$ cat src/rtl/mc_req_pkg.sv
// Shared types and constants for the memory-controller request queue.
// Holds the tag geometry, the handshake FSM state encoding, the queued
// request record and a lowest-free-tag priority picker.
package mc_req_pkg;

    localparam int TAG_W      = 3;
    localparam int NTAGS      = 8;
    localparam int REQ_AWIDTH = 32;
    localparam int REQ_DWIDTH = 64;

    typedef enum logic [1:0] {
        IDLE = 2'd0,
        ACK  = 2'd1,
        DROP = 2'd2
    } rq_state_t;

    typedef struct packed {
        logic                  rw;
        logic [REQ_AWIDTH-1:0] addr;
        logic [REQ_DWIDTH-1:0] data;
        logic [TAG_W-1:0]      tag;
    } req_t;

    // Returns the index of the lowest set bit; 0 when the mask is empty,
    // so callers must qualify the result with an any-free flag.
    function automatic logic [TAG_W-1:0] lowestFree(input logic [NTAGS-1:0] mask);
        lowestFree = '0;
        for (int i = NTAGS - 1; i >= 0; i--) begin
            if (mask[i]) begin
                lowestFree = TAG_W'(i);
            end
        end
    endfunction

endpackage

$ cat src/rtl/mc_request_queue_if.sv
// Bus bundle for the request queue: cache-side transaction handshake,
// scheduler-side command stream and the tag-retire path from responses.
// The slave modport is the queue's view, master is the surroundings.
interface mc_request_queue_if #(
    parameter int AWIDTH = 32,
    parameter int DWIDTH = 64
);
    import mc_req_pkg::*;

    logic              valid_tran;
    logic              rw;
    logic [AWIDTH-1:0] addr;
    logic [DWIDTH-1:0] data_tran;
    logic              ack_tran;
    logic [TAG_W-1:0]  tag_tran;
    logic              full;

    logic              cmd_valid;
    logic              cmd_ready;
    logic              cmd_rw;
    logic [AWIDTH-1:0] cmd_addr;
    logic [DWIDTH-1:0] cmd_data;
    logic [TAG_W-1:0]  cmd_tag;

    logic              rel_valid;
    logic [TAG_W-1:0]  rel_tag;

    modport slave (
        input  valid_tran, rw, addr, data_tran, cmd_ready, rel_valid, rel_tag,
        output ack_tran, tag_tran, full, cmd_valid, cmd_rw, cmd_addr, cmd_data, cmd_tag
    );

    modport master (
        output valid_tran, rw, addr, data_tran, cmd_ready, rel_valid, rel_tag,
        input  ack_tran, tag_tran, full, cmd_valid, cmd_rw, cmd_addr, cmd_data, cmd_tag
    );

endinterface

$ cat src/rtl/mc_tag_alloc.sv
// Transaction tag allocator: a free mask of NTAGS bits with a lowest-free
// pick. Allocation always picks from the current (pre-release) mask, so a
// tag retired this cycle cannot be handed out again until the next cycle.
// any_free_o reports whether any tag remains free after this edge's update.
module mc_tag_alloc
    import mc_req_pkg::*;
(
    input  logic             clock,
    input  logic             reset,
    input  logic             alloc_i,
    input  logic             rel_valid_i,
    input  logic [TAG_W-1:0] rel_tag_i,
    output logic [TAG_W-1:0] pick_tag_o,
    output logic             any_free_o
);

    logic [NTAGS-1:0] freeMask_q;
    logic [NTAGS-1:0] freeMask_d;
    logic [NTAGS-1:0] allocMask;
    logic [NTAGS-1:0] relMask;

    assign pick_tag_o = lowestFree(freeMask_q);
    assign any_free_o = |freeMask_d;

    // Next free mask: clear the picked tag, set the retired tag only if it was busy.
    always_comb begin
        allocMask = '0;
        relMask   = '0;
        if (alloc_i) begin
            allocMask[pick_tag_o] = 1'b1;
        end
        if (rel_valid_i) begin
            relMask[rel_tag_i] = 1'b1;
        end
        relMask    = relMask & ~freeMask_q;
        freeMask_d = (freeMask_q & ~allocMask) | relMask;
    end

    // Free mask register; every tag is free out of reset.
    always_ff @(posedge clock) begin
        if (!reset) begin
            freeMask_q <= '1;
        end else begin
            freeMask_q <= freeMask_d;
        end
    end

endmodule

$ cat src/rtl/mc_request_queue.sv
// Memory-controller request queue front end. Terminates the cache-side
// valid_tran/ack_tran handshake, tags each accepted request, and queues
// {rw,addr,data,tag} in order for the DDR4 command scheduler.
// Optional feature macro: REQ_QUEUE_STATS_EN adds saturating stat_rd,
// stat_wr and stat_full counters; without it those ports do not exist.
module mc_request_queue
    import mc_req_pkg::*;
#(
    parameter int AWIDTH = REQ_AWIDTH,
    parameter int DWIDTH = REQ_DWIDTH,
    parameter int DEPTH  = 8
) (
    input  logic                clock,
    input  logic                reset,
    mc_request_queue_if.slave   bus
`ifdef REQ_QUEUE_STATS_EN
    ,
    output logic [15:0]         stat_rd,
    output logic [15:0]         stat_wr,
    output logic [15:0]         stat_full
`endif
);

    localparam int PTR_W = $clog2(DEPTH);
    localparam int CNT_W = PTR_W + 1;

    rq_state_t         state_q, state_d;
    logic [TAG_W-1:0]  tag_q, tag_d;
    logic [PTR_W-1:0]  wrPtr_q, wrPtr_d;
    logic [PTR_W-1:0]  rdPtr_q, rdPtr_d;
    logic [CNT_W-1:0]  count_q, count_d;
    logic              full_q, full_d;
    req_t              queue_q [DEPTH];

    logic              accept;
    logic              pop;
    logic              cmdValid;
    logic [TAG_W-1:0]  pickTag;
    logic              anyFree;
    logic [AWIDTH-1:0] reqAddr;
    logic [DWIDTH-1:0] reqData;
    req_t              newEntry;
    req_t              head;

    assign accept   = (state_q == IDLE) && bus.valid_tran && !full_q;
    assign cmdValid = (count_q != '0);
    assign pop      = cmdValid && bus.cmd_ready;
    assign reqAddr  = bus.addr;
    assign reqData  = bus.data_tran;
    assign newEntry = '{rw: bus.rw, addr: reqAddr, data: reqData, tag: pickTag};
    assign head     = queue_q[rdPtr_q];

    mc_tag_alloc u_tag_alloc (
        .clock       (clock),
        .reset       (reset),
        .alloc_i     (accept),
        .rel_valid_i (bus.rel_valid),
        .rel_tag_i   (bus.rel_tag),
        .pick_tag_o  (pickTag),
        .any_free_o  (anyFree)
    );

    // Handshake state register plus the tag echoed back during ACK.
    always_ff @(posedge clock) begin
        if (!reset) begin
            state_q <= IDLE;
            tag_q   <= '0;
        end else begin
            state_q <= state_d;
            tag_q   <= tag_d;
        end
    end

    // Handshake next state: accept once, pulse ACK, then wait for valid to drop.
    always_comb begin
        state_d = state_q;
        tag_d   = accept ? pickTag : tag_q;
        case (state_q)
            IDLE:    if (accept) state_d = ACK;
            ACK:     state_d = DROP;
            DROP:    if (!bus.valid_tran) state_d = IDLE;
            default: state_d = IDLE;
        endcase
    end

    // Outputs: ack pulse from the state, command head gated so it reads 0 when empty.
    always_comb begin
        bus.ack_tran  = (state_q == ACK);
        bus.tag_tran  = (state_q == ACK) ? tag_q : '0;
        bus.full      = full_q;
        bus.cmd_valid = cmdValid;
        bus.cmd_rw    = cmdValid ? head.rw   : 1'b0;
        bus.cmd_addr  = cmdValid ? head.addr : '0;
        bus.cmd_data  = cmdValid ? head.data : '0;
        bus.cmd_tag   = cmdValid ? head.tag  : '0;
    end

    // Queue bookkeeping: pointers wrap modulo DEPTH, full looks at post-edge occupancy and tags.
    always_comb begin
        wrPtr_d = wrPtr_q + PTR_W'(accept);
        rdPtr_d = rdPtr_q + PTR_W'(pop);
        count_d = count_q + CNT_W'(accept) - CNT_W'(pop);
        full_d  = (count_d == CNT_W'(DEPTH)) || !anyFree;
    end

    // Pointer, occupancy and full registers.
    always_ff @(posedge clock) begin
        if (!reset) begin
            wrPtr_q <= '0;
            rdPtr_q <= '0;
            count_q <= '0;
            full_q  <= 1'b0;
        end else begin
            wrPtr_q <= wrPtr_d;
            rdPtr_q <= rdPtr_d;
            count_q <= count_d;
            full_q  <= full_d;
        end
    end

    // Queue storage needs no reset; the head is only exposed while occupancy is nonzero.
    always_ff @(posedge clock) begin
        if (accept) begin
            queue_q[wrPtr_q] <= newEntry;
        end
    end

`ifdef REQ_QUEUE_STATS_EN
    logic [15:0] statRd_q, statWr_q, statFull_q;

    assign stat_rd   = statRd_q;
    assign stat_wr   = statWr_q;
    assign stat_full = statFull_q;

    // Saturating counters for accepted reads, accepted writes and cycles spent full.
    always_ff @(posedge clock) begin
        if (!reset) begin
            statRd_q   <= '0;
            statWr_q   <= '0;
            statFull_q <= '0;
        end else begin
            if (accept && bus.rw && (statRd_q != 16'hFFFF)) begin
                statRd_q <= statRd_q + 16'd1;
            end
            if (accept && !bus.rw && (statWr_q != 16'hFFFF)) begin
                statWr_q <= statWr_q + 16'd1;
            end
            if (full_q && (statFull_q != 16'hFFFF)) begin
                statFull_q <= statFull_q + 16'd1;
            end
        end
    end
`endif

endmodule
$ cat src/flat_wrapper.sv
// flat-port wrapper written by rule: the top's interface ports become plain ports
module mc_request_queue_flat import mc_req_pkg::*;
#(
    parameter int AWIDTH = REQ_AWIDTH,
    parameter int DWIDTH = REQ_DWIDTH,
    parameter int DEPTH  = 8
)
  (clock, reset, bus_valid_tran, bus_rw, bus_addr, bus_data_tran, bus_cmd_ready, bus_rel_valid, bus_rel_tag, bus_ack_tran, bus_tag_tran, bus_full, bus_cmd_valid, bus_cmd_rw, bus_cmd_addr, bus_cmd_data, bus_cmd_tag);
  mc_request_queue_if #(.AWIDTH(AWIDTH), .DWIDTH(DWIDTH)) bus_i ();
  input  logic clock;
  input  logic reset;
  input wire logic [$bits(bus_i.valid_tran)-1:0] bus_valid_tran;
  input wire logic [$bits(bus_i.rw)-1:0] bus_rw;
  input wire logic [$bits(bus_i.addr)-1:0] bus_addr;
  input wire logic [$bits(bus_i.data_tran)-1:0] bus_data_tran;
  input wire logic [$bits(bus_i.cmd_ready)-1:0] bus_cmd_ready;
  input wire logic [$bits(bus_i.rel_valid)-1:0] bus_rel_valid;
  input wire logic [$bits(bus_i.rel_tag)-1:0] bus_rel_tag;
  output wire logic [$bits(bus_i.ack_tran)-1:0] bus_ack_tran;
  output wire logic [$bits(bus_i.tag_tran)-1:0] bus_tag_tran;
  output wire logic [$bits(bus_i.full)-1:0] bus_full;
  output wire logic [$bits(bus_i.cmd_valid)-1:0] bus_cmd_valid;
  output wire logic [$bits(bus_i.cmd_rw)-1:0] bus_cmd_rw;
  output wire logic [$bits(bus_i.cmd_addr)-1:0] bus_cmd_addr;
  output wire logic [$bits(bus_i.cmd_data)-1:0] bus_cmd_data;
  output wire logic [$bits(bus_i.cmd_tag)-1:0] bus_cmd_tag;
  assign bus_i.valid_tran = bus_valid_tran;
  assign bus_i.rw = bus_rw;
  assign bus_i.addr = bus_addr;
  assign bus_i.data_tran = bus_data_tran;
  assign bus_i.cmd_ready = bus_cmd_ready;
  assign bus_i.rel_valid = bus_rel_valid;
  assign bus_i.rel_tag = bus_rel_tag;
  assign bus_ack_tran = bus_i.ack_tran;
  assign bus_tag_tran = bus_i.tag_tran;
  assign bus_full = bus_i.full;
  assign bus_cmd_valid = bus_i.cmd_valid;
  assign bus_cmd_rw = bus_i.cmd_rw;
  assign bus_cmd_addr = bus_i.cmd_addr;
  assign bus_cmd_data = bus_i.cmd_data;
  assign bus_cmd_tag = bus_i.cmd_tag;
  mc_request_queue #(.AWIDTH(AWIDTH), .DWIDTH(DWIDTH), .DEPTH(DEPTH)) u_core (.clock(clock), .reset(reset), .bus(bus_i));
endmodule
$ cat config.mk
export PLATFORM = sky130hd
export DESIGN_NAME = mc_request_queue_flat
export DESIGN_NICKNAME = d
export VERILOG_FILES = /design/src/rtl/mc_req_pkg.sv /design/src/rtl/mc_request_queue_if.sv /design/src/rtl/mc_tag_alloc.sv /design/src/rtl/mc_request_queue.sv /design/src/flat_wrapper.sv
export SDC_FILE = /design/constraint.sdc
export NUM_CORES = 1
export LEC_CHECK = 0
export BUFFER_PORTS_ARGS = -buffer_cell sky130_fd_sc_hd__buf_2
export CORE_MARGIN = 4
export CORE_UTILIZATION = 25
export CTS_BUF_LIST = sky130_fd_sc_hd__clkbuf_4
export DETAILED_ROUTE_END_ITERATION = 16
export SYNTH_ARGS = -nofsm -noshare
export SYNTH_HDL_FRONTEND = slang
export SYNTH_SLANG_ARGS = --single-unit
$ cat constraint.sdc
create_clock -name clock -period 14.5 [get_ports clock]
set_clock_uncertainty 0.1 [all_clocks]
set_input_delay 1.45 -clock clock [delete_from_list [all_inputs] [get_ports clock]]
set_output_delay 1.45 -clock clock [all_outputs]
set_load 0.005 [all_outputs]
## Word level (Yosys, flattened, before mapping)

Memory sizes are Yosys's and may differ from the RTL's. A register that Yosys moved wholly into a read port is not among the register bits.
Cells that the tools add are included.
W data, S select, Z words.

| cells by class | value |
|---|---|
| $mul | 0 |
| bitwise gates (word level) | 5 |
| reduce and logical (&&, ||, !) cells | 12 |
| equality and inequality tests | 5 |
| divide/modulo/power cells | 0 |
| add/subtract/negate cells | 4 |
| mux-type cells | 25 |
| shifts and indexed selects | 0 |
| magnitude comparators | 4 |

Operators with widths:

| kind | number |
|---|---|
| $mux W64 | 1 |
| $mux W3 | 11 |
| $mux W32 | 1 |
| $and A8 B8 Y8 | 2 |
| $mux W8 | 2 |
| $not A8 Y8 | 2 |
| $lt A3 B4 Y1 const B | 2 |
| $or A8 B8 Y8 | 1 |
| $reduce_or A8 Y1 | 1 |
| $add A3 B1 Y3 | 2 |
| $demux W1 S3 | 2 |
| $ge A3 B1 Y1 const B | 2 |
| $pmux W2 S3 | 1 |
| $logic_and A1 B1 Y1 | 5 |
| $mux W1 | 5 |
| $add A4 B1 Y4 | 1 |
| $eq A4 B4 Y1 const B | 1 |
| $mux W2 | 2 |
| $reduce_bool A4 Y1 | 1 |
| $sub A4 B1 Y4 | 1 |
| $eq A2 B1 Y1 const B | 1 |
| $eq A2 B2 Y1 const B | 1 |
| $logic_not A1 Y1 | 2 |
| $logic_not A2 Y1 | 1 |
| 4 further kinds | 4 |

| word-level totals | value |
|---|---|
| logic and storage cells | 63 |
| RAM bits | 800 |
| bits in latches | 0 |
| flip-flop bits (word level) | 24 |
| input port bits | 105 |
| memories kept | 1 |
| memory bits (read-only) | 0 |

Memories:

| name | words | bits a word | rd ports | clocked after memory_dff | wr ports | line | RTL |
|---|---|---|---|---|---|---|---|
| u_core.queue_q | 8 | 100 | 1 | 1 | 1 | mc_request_queue.sv:33 | `req_t queue_q [DEPTH];` |

## Logic depth before layout (Yosys ltp)

| depth | value |
|---|---|
| depth after elaboration | 19 |
| mapped depth | 14 |

## Cells and area by module

Synthesis repeated with hierarchy kept, for this count alone.

| unflattened totals | value |
|---|---|
| cells, all modules | 1321 |
| area total of the unflattened synthesis | 31147.4 sq um |

By module, submodules not included:

| module | times used | cells each | sequential area each (sq um) | area an instance (sq um) |
|---|---|---|---|---|
| mc_request_queue | 1 | 1259 | 24343.3 | 30609.4 |
| mc_tag_alloc | 1 | 62 | 160.2 | 538.0 |

## Worst setup path before layout

No wires, ideal clock.

| timing | value |
|---|---|
| path kind | in2reg |
| from | input port bus_valid_tran |
| to | memory u_core.queue_q[0][0] (netlist bit), enable pin |
| arrival | 11.495 ns |
| data required time | 13.596 ns |
| setup time | 0.804 ns |
| stages on the path | 3 |
| setup slack | 2.100 ns |
| path through | or4b_4 > buf_6 > nor4_1 |

| on the way | value |
|---|---|
| cells in the longest elaborated chain, start to end | 4 |

Ends and longest elaborated chain:

| what | line | RTL |
|---|---|---|
| start, declared | flat_wrapper.sv:12 | `input wire logic [$bits(bus_i.valid_tran)-1:0] bus_valid_tran;` |
| $logic_and A1 B1 Y1 (2 in a row) | mc_request_queue.sv:45 | `assign accept = (state_q == IDLE) && bus.valid_tran && !full_q;` |
| $mux W1 | mc_request_queue.sv:123 | `if (accept) begin` |
| $mux W1 (implied by the code) | mc_request_queue.sv:124 | `queue_q[wrPtr_q] <= newEntry;` |
| end, declared | mc_request_queue.sv:33 |  |

Every way passes these cells.

==> results.cfg <==
[detailed_routing]
wl_per_cell_um = 20.62
ant_nets = 0
drt_wl_total_mm = 74.64
vias = 15480
post-route-drc-count = 0
viasPerCell = 4.277
drt_iter0_markers = 1009
drt_pre_antenna_iters = 5

[placement]
dp_hpwl_mm = 36.38
dpl.cell_count = 3213
place_congestion = 0.6723
port_buffers = 210

[power_and_ir_drop]
ir_drop_mv = 0.1037
power_density_nw_per_um2 = 165.7
p_leak_nw = 11.92
power_w = 0.006200

[floorplan]
rows = 129
die_h_um = 363.0
core_area_um2 = 124400
dieArea_um2 = 131800
die_w_um = 363.0
ios = 211
initial_core_util = 0.2532

[synthesis]
syn_area_um2 = 31510
yosysMostFrequentCell = edfxtp_1
synth-seq-cells = 824
synth_top_family_by_area = multiplexers
synthTopCellsByArea = edfxtp_1 76%, mux4_2 14%, mux2i_1 3.2%
synth-xor-area-share = 0.001112
synth_compound_area_frac = 0.006711
yosys.area_share.simple = 0.02406
muxShareOfSynthArea = 0.1747
async_reset_ff_frac = 0
yosysTopAreaCell = edfxtp_1
yosysSeqAreaShare = 0.7776
synthCells = 1420
synth_top_flop_cell = edfxtp_1
synth_edf_count = 800
yosysWarnings = 0
yosysUniqueCellTypes = 45
synth_commonest_cells = 800 x edfxtp_1, 200 x mux4_2, 109 x nor2_1
avgSynthCellArea_um2 = 22.19
yosysTopAreaCellShare = 0.7624
synth_nets = 1535
synthAdderAreaFrac = 0.004209

[sta]
tns_ns = 0
fmax_mhz = 162.0
relSlewSlack = 0.1175
hold_viol = 0
rsz0062_at_grt = false
setup_violations = 0
fin_crit_sh = 0.4256
post-route-min-period_ns = 6.172
tightest_slew_ns = 1.315
slew_viol_final = 0

[grt]
grt_pass1_wl_mm = 110.1
antenna_found_initial = 18
grt_max_degree = 101
grt_overflow_total = 0
grt_pass1_vias = 17170
grt_use_total = 0.1142

[clock_network]
cts_sinks = 824
clk_pin_slew_ns = 0.06
numCtsBuffers = 211
cts_tree = built
clock_latency_ns = 1.13
cts_resized = 0
post-cts-setup-buffer-count = 0
cts_hold_buffers = 0
cts_root_buf = clkbuf_4
clk_path_buf_depth = 3
cts_htree_levels = 4

[critical_path]
path_max_fanout = 50
critPathLaunchType = flop
crit_arrival_ns = 4.62
endpoint_kind = output port
required_ns = 12.95
crit_type = reg -> out

[finish]
areaGrowthSynthToFinish_pct = 18.74
drive_above_1_share = 0.3990
n_fill_cell = 12140
stdcell_count = 3620
fin_nets = 1904

[worst_hold_path]
hold_class = reg -> reg

[outcome]
status = completed

[job]
cap_violations = 0
-- path summary, 6_finish.rpt --
path	start	end	slack (ns)	cells after the start
setup / recovery	u_core.rdPtr_q[0]	bus_cmd_data[20]	8.33	6
hold / removal	u_core.tag_q[0]	u_core.tag_q[0]	0.37	2
setup reg to reg	u_core.count_q[2]	u_core.bus.full	11.35	13
hold reg to reg	u_core.tag_q[0]	u_core.tag_q[0]	0.37	2
-- stage by stage --
stage / util / setup slack [ns] / hold slack, ns / area [µm²]
after floorplan: - / 2.100 / 0.3373 / 31510
final: 0.3007 / 8.328 / 0.3698 / 37420
after global placement: 0.2781 / 9.354 / 0.3612 / 34610
after detailed placement: 0.2781 / 9.271 / 0.3641 / 34610
after global routing: 0.3006 / 7.685 / 0.2734 / 37410
after CTS: 0.3004 / 7.860 / 0.1765 / 37380
-- state kept, by name, summed over array words and instances, names as in the netlist --
name and count:
u_core.queue_q 800, u_core.rdPtr_q 3, u_core.state_q 2, u_core.bus.full 1
u_core.wrPtr_q 3, u_core.tag_q 3, u_core.count_q 4, u_core.u_tag_alloc.freeMask_q 8
-- critical path, stage by stage, from the launching register on --
cell and delay, ns:
dfxtp_4 0.58, buf_4 0.77, buf_4 0.92, mux4_2 0.60
mux2i_1 0.24, nor2_1 0.09, buf_2 0.16
-- cells in the final DEF, fill, tap and decap left out, types with 13 or more instances in the layout --
cell | netlist | layout
and2_1 | 14 | 14
buf_2 | 20 | 210
clkbuf_4 | 0 | 313
clkinv_1 | 0 | 52
clkinv_2 | 1 | 16
dfxtp_1 | 24 | 21
diode_2 | 0 | 13
edfxtp_1 | 800 | 800
inv_1 | 14 | 14
mux2i_1 | 100 | 100
mux4_2 | 200 | 200
nor2_1 | 109 | 106
-- layout make-up --
| type | count | area, µm² | share of cell area |
|---|---|---|---|
| flip-flops and latches | 824 | 24510 | 0.6552 |
| multi-input cells | 510 | 6696 | 0.1790 |
| well taps | 1637 | 2048 | 0.05474 |
| inverters | 15 | 57.56 | 0.001538 |
| diodes | 13 | 32.53 | 0.0008694 |
| clock inverters | 81 | 425.4 | 0.01137 |
| repair buffers | 227 | 1291 | 0.03451 |
| clock buffers | 313 | 2350 | 0.06280 |
-- cells by family after synthesis --
kind of cell,after synthesis
compound gates,31
xor+xnor,4
fa+ha+maj,10
buf+inv,86
flops,824
mux,300
simple gates,165
-- power by group --
group | switching [W] | internal, W
logic | 0.000751 | 0.000626
clock network | 0.000947 | 0.00103
registers | 0.0000591 | 0.00279
-- per-layer routing --
metal	up-vias	global-route usage	share of wire
li1	6821	-	-
met1	8024	0.1335	0.40
met2	465	0.1943	0.51
met3	164	0.03669	0.063
met4	8	0.04757	0.027
met5	-	0	0.00074
(Power assumes the default switching activity.)
